[src/rtl/multdiv_pkg.sv]
// Shared types and constants for the iterative multiply/divide unit.
package multdiv_pkg;

  typedef enum logic [1:0] {
    IDLE = 2'd0,
    MULT = 2'd1,
    DIV  = 2'd2,
    DONE = 2'd3
  } state_e;

  localparam int DEFAULT_WIDTH = 32;

  function automatic int count_w(input int width);
    return $clog2(width) + 1;
  endfunction

  localparam int          COUNT_W = count_w(DEFAULT_WIDTH);
  localparam logic [31:0] INT_MIN = 32'h8000_0000;

endpackage

[src/rtl/multdiv_counter.sv]
// Iteration counter: synchronous clear/enable, saturates at WIDTH, flags the last iteration.
module multdiv_counter
  import multdiv_pkg::*;
#(
  parameter int WIDTH = DEFAULT_WIDTH,
  parameter int CNT_W = count_w(WIDTH)
) (
  input  logic clock,
  input  logic reset,
  input  logic clear,
  input  logic enable,
  output logic terminal
);

  localparam logic [CNT_W-1:0] CNT_ZERO = {CNT_W{1'b0}};
  localparam logic [CNT_W-1:0] CNT_ONE  = {{(CNT_W-1){1'b0}}, 1'b1};
  localparam logic [CNT_W-1:0] CNT_LAST = CNT_W'(WIDTH - 1);
  localparam logic [CNT_W-1:0] CNT_SAT  = CNT_W'(WIDTH);

  logic [CNT_W-1:0] count_q;
  logic [CNT_W-1:0] count_d;

  // next-count selection; holding at CNT_SAT keeps the counter from wrapping
  always_comb begin
    count_d = count_q;
    if (clear) begin
      count_d = CNT_ZERO;
    end else if (enable && (count_q != CNT_SAT)) begin
      count_d = count_q + CNT_ONE;
    end else begin
      count_d = count_q;
    end
  end

  // count register
  always_ff @(posedge clock) begin
    if (reset) begin
      count_q <= CNT_ZERO;
    end else begin
      count_q <= count_d;
    end
  end

  assign terminal = (count_q == CNT_LAST);

endmodule

[src/rtl/multdiv_unit.sv]
// Iterative signed multiply (shift-add) / divide (restoring) unit with a
// fixed WIDTH+1 cycle latency and a registered result/exception/ready.
module multdiv_unit
  import multdiv_pkg::*;
#(
  parameter int WIDTH = DEFAULT_WIDTH
) (
  input  logic             clock,
  input  logic             reset,
  input  logic             ctrl_MULT,
  input  logic             ctrl_DIV,
  input  logic [WIDTH-1:0] data_operandA,
  input  logic [WIDTH-1:0] data_operandB,
  output logic [WIDTH-1:0] data_result,
  output logic             data_exception,
  output logic             data_resultRDY
);

  localparam int              W2      = 2 * WIDTH;
  localparam logic [WIDTH-1:0] ZERO_W = {WIDTH{1'b0}};
  localparam logic [WIDTH-1:0] ONE_W  = {{(WIDTH-1){1'b0}}, 1'b1};
  localparam logic [WIDTH-1:0] ONES_W = {WIDTH{1'b1}};
  localparam logic [WIDTH-1:0] MIN_W  = {1'b1, {(WIDTH-1){1'b0}}};
  localparam logic [W2-1:0]    ZERO_2W = {W2{1'b0}};
  localparam logic [W2-1:0]    ONE_2W  = {{(W2-1){1'b0}}, 1'b1};

  function automatic logic [WIDTH-1:0] magnitude(input logic [WIDTH-1:0] x);
    return x[WIDTH-1] ? (~x + ONE_W) : x;
  endfunction

  state_e           state_q, state_d;
  logic [W2-1:0]    acc_q, acc_d;        // MULT: product; DIV: {remainder, dividend/quotient}
  logic [W2-1:0]    mcand_q, mcand_d;    // MULT: shifted multiplicand; DIV: divisor in low half
  logic [WIDTH-1:0] mplier_q, mplier_d;
  logic             neg_q, neg_d;
  logic             is_div_q, is_div_d;
  logic             div_zero_q, div_zero_d;
  logic             div_ovf_q, div_ovf_d;
  logic [WIDTH-1:0] result_q, result_d;
  logic             exc_q, exc_d;
  logic             rdy_q, rdy_d;

  logic             start_s;
  logic             cnt_clear_s;
  logic             cnt_en_s;
  logic             cnt_last_s;
  logic [WIDTH:0]   rem_shift_s;
  logic [WIDTH:0]   diff_s;
  logic [W2-1:0]    product_s;
  logic [WIDTH-1:0] quot_s;

  assign start_s     = ctrl_MULT | ctrl_DIV;
  assign rem_shift_s = {acc_q[W2-1:WIDTH], acc_q[WIDTH-1]};
  assign diff_s      = rem_shift_s - {1'b0, mcand_q[WIDTH-1:0]};
  assign product_s   = neg_q ? (~acc_q + ONE_2W) : acc_q;
  assign quot_s      = neg_q ? (~acc_q[WIDTH-1:0] + ONE_W) : acc_q[WIDTH-1:0];

  multdiv_counter #(
    .WIDTH (WIDTH)
  ) u_counter (
    .clock    (clock),
    .reset    (reset),
    .clear    (cnt_clear_s),
    .enable   (cnt_en_s),
    .terminal (cnt_last_s)
  );

  // next-state and datapath; a start in any state aborts and restarts
  always_comb begin
    state_d     = state_q;
    acc_d       = acc_q;
    mcand_d     = mcand_q;
    mplier_d    = mplier_q;
    neg_d       = neg_q;
    is_div_d    = is_div_q;
    div_zero_d  = div_zero_q;
    div_ovf_d   = div_ovf_q;
    result_d    = result_q;
    exc_d       = exc_q;
    rdy_d       = 1'b0;
    cnt_clear_s = 1'b0;
    cnt_en_s    = 1'b0;
    if (start_s) begin
      cnt_clear_s = 1'b1;
      neg_d       = data_operandA[WIDTH-1] ^ data_operandB[WIDTH-1];
      is_div_d    = ~ctrl_MULT;
      div_zero_d  = (data_operandB == ZERO_W);
      div_ovf_d   = (data_operandA == MIN_W) && (data_operandB == ONES_W);
      if (ctrl_MULT) begin
        state_d  = MULT;
        acc_d    = ZERO_2W;
        mcand_d  = {ZERO_W, magnitude(data_operandA)};
        mplier_d = magnitude(data_operandB);
      end else begin
        state_d  = DIV;
        acc_d    = {ZERO_W, magnitude(data_operandA)};
        mcand_d  = {ZERO_W, magnitude(data_operandB)};
        mplier_d = ZERO_W;
      end
    end else begin
      case (state_q)
        IDLE: begin
          state_d = IDLE;
        end
        MULT: begin
          cnt_en_s = 1'b1;
          if (mplier_q[0]) begin
            acc_d = acc_q + mcand_q;
          end else begin
            acc_d = acc_q;
          end
          mcand_d  = mcand_q << 1'b1;
          mplier_d = mplier_q >> 1'b1;
          state_d  = cnt_last_s ? DONE : MULT;
        end
        DIV: begin
          cnt_en_s = 1'b1;
          if (!diff_s[WIDTH]) begin
            acc_d = {diff_s[WIDTH-1:0], acc_q[WIDTH-2:0], 1'b1};
          end else begin
            acc_d = {rem_shift_s[WIDTH-1:0], acc_q[WIDTH-2:0], 1'b0};
          end
          state_d = cnt_last_s ? DONE : DIV;
        end
        DONE: begin
          rdy_d   = 1'b1;
          state_d = IDLE;
          if (!is_div_q) begin
            result_d = product_s[WIDTH-1:0];
            exc_d    = (product_s[W2-1:WIDTH] != {WIDTH{product_s[WIDTH-1]}});
          end else if (div_zero_q) begin
            result_d = ZERO_W;
            exc_d    = 1'b1;
          end else if (div_ovf_q) begin
            result_d = MIN_W;
            exc_d    = 1'b1;
          end else begin
            result_d = quot_s;
            exc_d    = 1'b0;
          end
        end
        default: begin
          state_d = IDLE;
        end
      endcase
    end
  end

  // state and datapath registers
  always_ff @(posedge clock) begin
    if (reset) begin
      state_q    <= IDLE;
      acc_q      <= ZERO_2W;
      mcand_q    <= ZERO_2W;
      mplier_q   <= ZERO_W;
      neg_q      <= 1'b0;
      is_div_q   <= 1'b0;
      div_zero_q <= 1'b0;
      div_ovf_q  <= 1'b0;
      result_q   <= ZERO_W;
      exc_q      <= 1'b0;
      rdy_q      <= 1'b0;
    end else begin
      state_q    <= state_d;
      acc_q      <= acc_d;
      mcand_q    <= mcand_d;
      mplier_q   <= mplier_d;
      neg_q      <= neg_d;
      is_div_q   <= is_div_d;
      div_zero_q <= div_zero_d;
      div_ovf_q  <= div_ovf_d;
      result_q   <= result_d;
      exc_q      <= exc_d;
      rdy_q      <= rdy_d;
    end
  end

  assign data_result    = result_q;
  assign data_exception = exc_q;
  assign data_resultRDY = rdy_q;

endmodule

[config.mk]
export PLATFORM = sky130hd
export DESIGN_NAME = multdiv_unit
export DESIGN_NICKNAME = d
export VERILOG_FILES = /design/src/rtl/multdiv_pkg.sv /design/src/rtl/multdiv_counter.sv /design/src/rtl/multdiv_unit.sv
export SDC_FILE = /design/constraint.sdc
export NUM_CORES = 1
export LEC_CHECK = 0
export BUFFER_PORTS_ARGS = -buffer_cell sky130_fd_sc_hd__buf_2
export CAP_MARGIN = 25
export CORE_MARGIN = 1.5
export CORE_UTILIZATION = 30
export DETAILED_ROUTE_END_ITERATION = 10
export PLACE_DENSITY = 0.46
export SYNTH_ARGS = -nofsm -noshare
export SYNTH_HDL_FRONTEND = slang
export SYNTH_SLANG_ARGS = --single-unit
[constraint.sdc]
create_clock -name clock -period 4.45 [get_ports clock]
set_input_delay 0.89 -clock clock [delete_from_list [all_inputs] [get_ports clock]]
set_output_delay 0.89 -clock clock [all_outputs]
set_load 0.01 [all_outputs]
# Word-level counts from Yosys, hierarchy flattened
# Cells that the tools add are included.
# op_classes
addsub	7
n_mul	0
div	0
order_cmp	0
eq_ne	9
shift	0
n_mux	30
bitwise_logic	8
reduce_logical	12
# op_table
op	count
two-way mux 64 bit	6
two-way mux 32 bit	11
one-hot mux 64 bit (2 select lines)	1
adder 32 x 1 -> 32 bit, second input constant	3
NOT 32 bit	3
adder 64 x 1 -> 64 bit, second input constant	1
adder 64 bit	1
== test 32 bit, second input constant	2
NOT 64 bit	1
subtractor 33 x 32 -> 33 bit	1
logical NOT 32 bit	1
!= test 32 bit	1
two-way mux 1 bit	8
OR reduction 2 bit	4
adder 6 x 1 -> 6 bit, second input constant	1
== test 6 x 5 -> 1 bit, second input constant	1
two-way mux 2 bit	3
!= test 6 bit, second input constant	1
one-hot mux 2 bit (3 select lines)	1
== test 2 bit, second input constant	2
AND reduction 2 bit	2
!= test 3 bit, second input constant	1
nonzero test 3 bit	1
== test 2 x 1 -> 1 bit, second input constant	1
other kinds (6)	8
# word_totals
register_bits	206
latch_bits	0
mem_bits_rw	0
mem_bits_ro	0
input_bits	68
output_inout_bits	34
mem_count	0

# Depth between registers and ports, before layout
# logic_depth
depth_word	6
depth_mapped	16

# Hierarchy
# A second synthesis with hierarchy kept.
# unflattened
cells_unflattened	2402
hier_area_um2	17986.0
# by_module_without_submodules
module	n_inst	cells_each	area_each_um2	seq_area_each_um2
multdiv_unit	1	2367	17673.2	4003.8
multdiv_counter	1	35	312.8	120.1

# Least setup slack after synthesis
# No wires, ideal clock.
# synth_path
path_type	register to register
from	register acc_q[0]
to	register acc_q[58]
setup_ps	122
arrival_ps	3528
slack_ps	800
stages_incl_launch_ff	13
path_buffers	0
cell_sequence	dfxtp_1 ha_1 fa_1 a211o_1 a211oi_1 nor3_1 or4_1 a31oi_2 o21ai_1 a41oi_1 o41ai_1 xor2_1 a221o_1
# synth_between
elab_chain_len	4
# synth_rtl
item	line_no	text
from (decl)	multdiv_unit.sv:32	logic [W2-1:0] acc_q, acc_d;
from (signal assigned)	multdiv_unit.sv:153	acc_q <= ZERO_2W;
from (signal assigned)	multdiv_unit.sv:165	acc_q <= acc_d;
adder 64 bit	multdiv_unit.sv:108	acc_d = acc_q + mcand_q;
two-way mux 64 bit	multdiv_unit.sv:107	if (mplier_q[0]) begin
one-hot mux 64 bit (2 select lines)	multdiv_unit.sv:101	case (state_q)
two-way mux 64 bit	multdiv_unit.sv:83	if (start_s) begin
# Every way passes these cells. The select of a mux whose other input is x is not followed.
# A chain may end at the register's enable or synchronous reset.

# Worst setup path after layout
# Ends and elaborated chain as after synthesis.

==> flow_summary.yaml <==
critical_path:
  cp_top_family: "compound AO/OA/AOI/OAI gates"
  path_cells: "ha_1, fa_1, a211o_1, a211oi_1, nor3_1, or4_1, a31oi_4, o21ai_1, a41oi_1, o41ai_1, xor2_1, a221o_1"
  crit_buf_inv: 0
  cp_slowest_cell: "or4_1"
  required_ps: 4920
  worstPathMaxFanout: 5
  critical_path_class: "reg -> reg"
  arrival_ps: 4690
  cpPeakStageDelay_ps: 640
  endpoint_kind: "register"
  start_kind: "register"
power:
  power_density_nw_per_um2: 285
  p_leak_nw: 7.97
  p_int_mw: 3.77
  switching_share_pct: 34.7
  p_total_mw: 5.78
  ir_drop_uv: 315
  p_clk_share_pct: 39.3
  comb_power_share_pct: 25.4
  switchingPower_mw: 2.00
  seqPwrFrac_pct: 35.3
cts:
  clk_path_buf_depth: 3
  cts-root-buf: "clkbuf_16"
  post-cts-setup-buffers: 0
  cts_max_level: 1
  cts_made_buffers: 28
  cts.sinks: 206
  clk_latency_ps: 600
  cts_tree: "built"
  path_clk_slew_ps: 60
global_routing:
  grt_start_max_net_pins: 61
  grt_pass1_vias: 17100
  grt_usage_pct: 23.0
  grt_pass1_wl_um: 108000
  met1_usage_pct: 34.1
  met2_usage_pct: 35.4
  busiest_layer: "met2"
  gr-usage-met3_pct: 2.44
  antenna_found_initial: 3
  grt_overflow: 0
floorplan:
  io_pins: 102
  start_util_pct: 30.3
  core_area_um2: 58800
  die_w_um: 247
  fp.dieH_um: 247
  fp.dieArea_um2: 60800
  floorplan.rows: 89
timing:
  tightest_slew_ps: 1100
  final-setup-viol-count: 0
  grt_setup_unrepaired: "no"
  fin_crit_ps: 4220
  clock_skew_ps: 31.1
  fin_setup_tns_ps: 0
  fin_crit_sh_pct: 94.9
  hold_violations: 0
  relSlewSlack_pct: 26.1
  timing.fmax_mhz: 237
  slew_violations: 0
yosys:
  ys_top_cells_by_area: "dfxtp_1 (23%), ha_1 (7.4%), nor2_1 (5.5%), xnor2_1 (5.0%), a21oi_1 (4.9%)"
  synth_edf_count: 0
  synthTopCellsByCount: "nor2_1 (259), dfxtp_1 (206), nand2_1 (182)"
  synth_top_cell_area_share_pct: 23.2
  synth.most_common_cell: "nor2_1"
  synthCells: 2366
  syn_nets: 2541
  synth_ff_type: "dfxtp_1"
  yosys.area.top_type: "dfxtp_1"
  yosysSeqAreaShare_pct: 23.2
  syn_area_um2: 17800
  syn_avg_cell_area_um2: 7.52
  ys_types: 84
  synthArstFlopShare_pct: 0
  ys_seq_elements: 206
  synth_warnings: 0
placement:
  gp_congestion: 0.964
  place_hpwl_um: 55600
  port-buffer-count: 101
drt:
  antenna_left: 0
  route.detailed.drc: 0
  drt_pass1_iterations: 5
  wl_per_cell_um: 22.3
  avgViaCountPerCell: 5.76
  wl_um: 71900
  drt-initial-drc-count: 1632
  vias: 18500
min_path:
  holdCritPathClass: "reg -> reg"
finish:
  drive_gt1_share_pct: 11.3
  seqCellArea_um2: 4130
  nFillCells: 6321
  syn2layout_area_growth_pct: 13.9
  multi_input_area_um2: 12800
  nets: 2599
flow_run:
  max-cap-violations: 0
status:
  outcome: "finished, final reports clean"
-- routing by layer --
| metal | part of all wire [%] | vias to the layer above |
|---|---|---|
| met2 | 43 | 642 |
| met1 | 48 | 8946 |
| met5 | 0 | - |
| li1 | - | 8876 |
| met4 | 1.9 | 0 |
| met3 | 6.5 | 72 |
-- worst paths after layout --
kind	from	slack [ps]	cells after the start	to
worst max-delay path	acc_q[0]	230	12	acc_q[58]
worst min-delay path	mplier_q[31]	470	2	mplier_q[31]
worst max register to register	acc_q[0]	230	12	acc_q[58]
worst min register to register	mplier_q[31]	470	2	mplier_q[31]
-- timing repair --
item / CTS / global route
gates resized for setup: 0 / 2
hold buffers: 0 / 0
endpoints found under the hold margin: 0 / 0
setup endpoints to repair: 0 / 8
-- tightest hold or removal path, stage by stage, from the launching register on --
cell and delay, ps:
dfxtp_1 310, nand2_1 50, a21oi_1 50
-- flip-flops by register name, indices dropped and copies added, names as in the netlist --
signal and flops:
data_exception 1, mcand_q 64, u_counter.count_q 6, data_result 32, is_div_q 1, neg_q 1, acc_q 64, mplier_q 32
state_q 2, div_ovf_q 1, div_zero_q 1, data_resultRDY 1
-- power by group through the flow --
stage                     registers (mW)  clock network (mW)  logic [mW]
after floorplan                     2.02                   0       0.975
after global placement              2.07                   0        1.44
after detailed placement            2.07                   0        1.44
after CTS                           2.03                2.33        1.45
after global routing                2.05                2.39        1.59
final                               2.04                2.27        1.47
-- placed cells by master (no fill, tap or decap), drive strengths merged, types with 24 or more instances in the layout --
master / n
a211oi: 53
a21o: 30
a21oi: 176
a22oi: 66
buf: 184
clkbuf: 38
dfxtp: 206
ha: 105
inv: 77
mux2i: 74
nand2: 182
nand3: 42
nand4: 35
nor2: 260
nor2b: 28
nor3: 52
o211ai: 26
o21ai: 165
o21bai: 26
o22ai: 30
o31ai: 46
or3: 24
xnor2: 101
xor2: 92
-- through the flow --
| stage | cell area, µm² | util [%] | instances | hold WS [ps] | setup WS [ps] |
|---|---|---|---|---|---|
| 2_1_floorplan | 17800 | - | 2366 | 432 | 800 |
| 3_3_place_gp | 19400 | 32.9 | 3167 | 454 | 201 |
| 3_5_place_dp | 19400 | 32.9 | 3167 | 464 | 165 |
| 4_1_cts | 20300 | 34.5 | 3215 | 471 | 142 |
| 5_1_grt | 20300 | 34.5 | 3218 | 493 | 7.45 |
| 6_report | 20300 | 34.5 | 3218 | 465 | 229 |
-- layout make-up --
| type | count | share of cell area (%) |
|---|---|---|
| antenna | 3 | 0.0370 |
| clock buffer | 38 | 3.79 |
| clock inverter | 10 | 0.629 |
| inverter | 79 | 1.46 |
| multi-input combinational | 1925 | 63.3 |
| sequential | 206 | 20.3 |
| tap | 773 | 4.77 |
| timing repair buffer | 184 | 5.64 |
-- cells by family after synthesis --
group,after synthesis,share of synthesized area [%]
fa+ha+maj,107,7.61
compound gates,795,29.9
xor+xnor,193,9.50
flops,206,23.2
simple gates,750,20.3
mux,80,4.54
buf+inv,235,5.01
No activity file was read; power rests on OpenSTA's default activity.
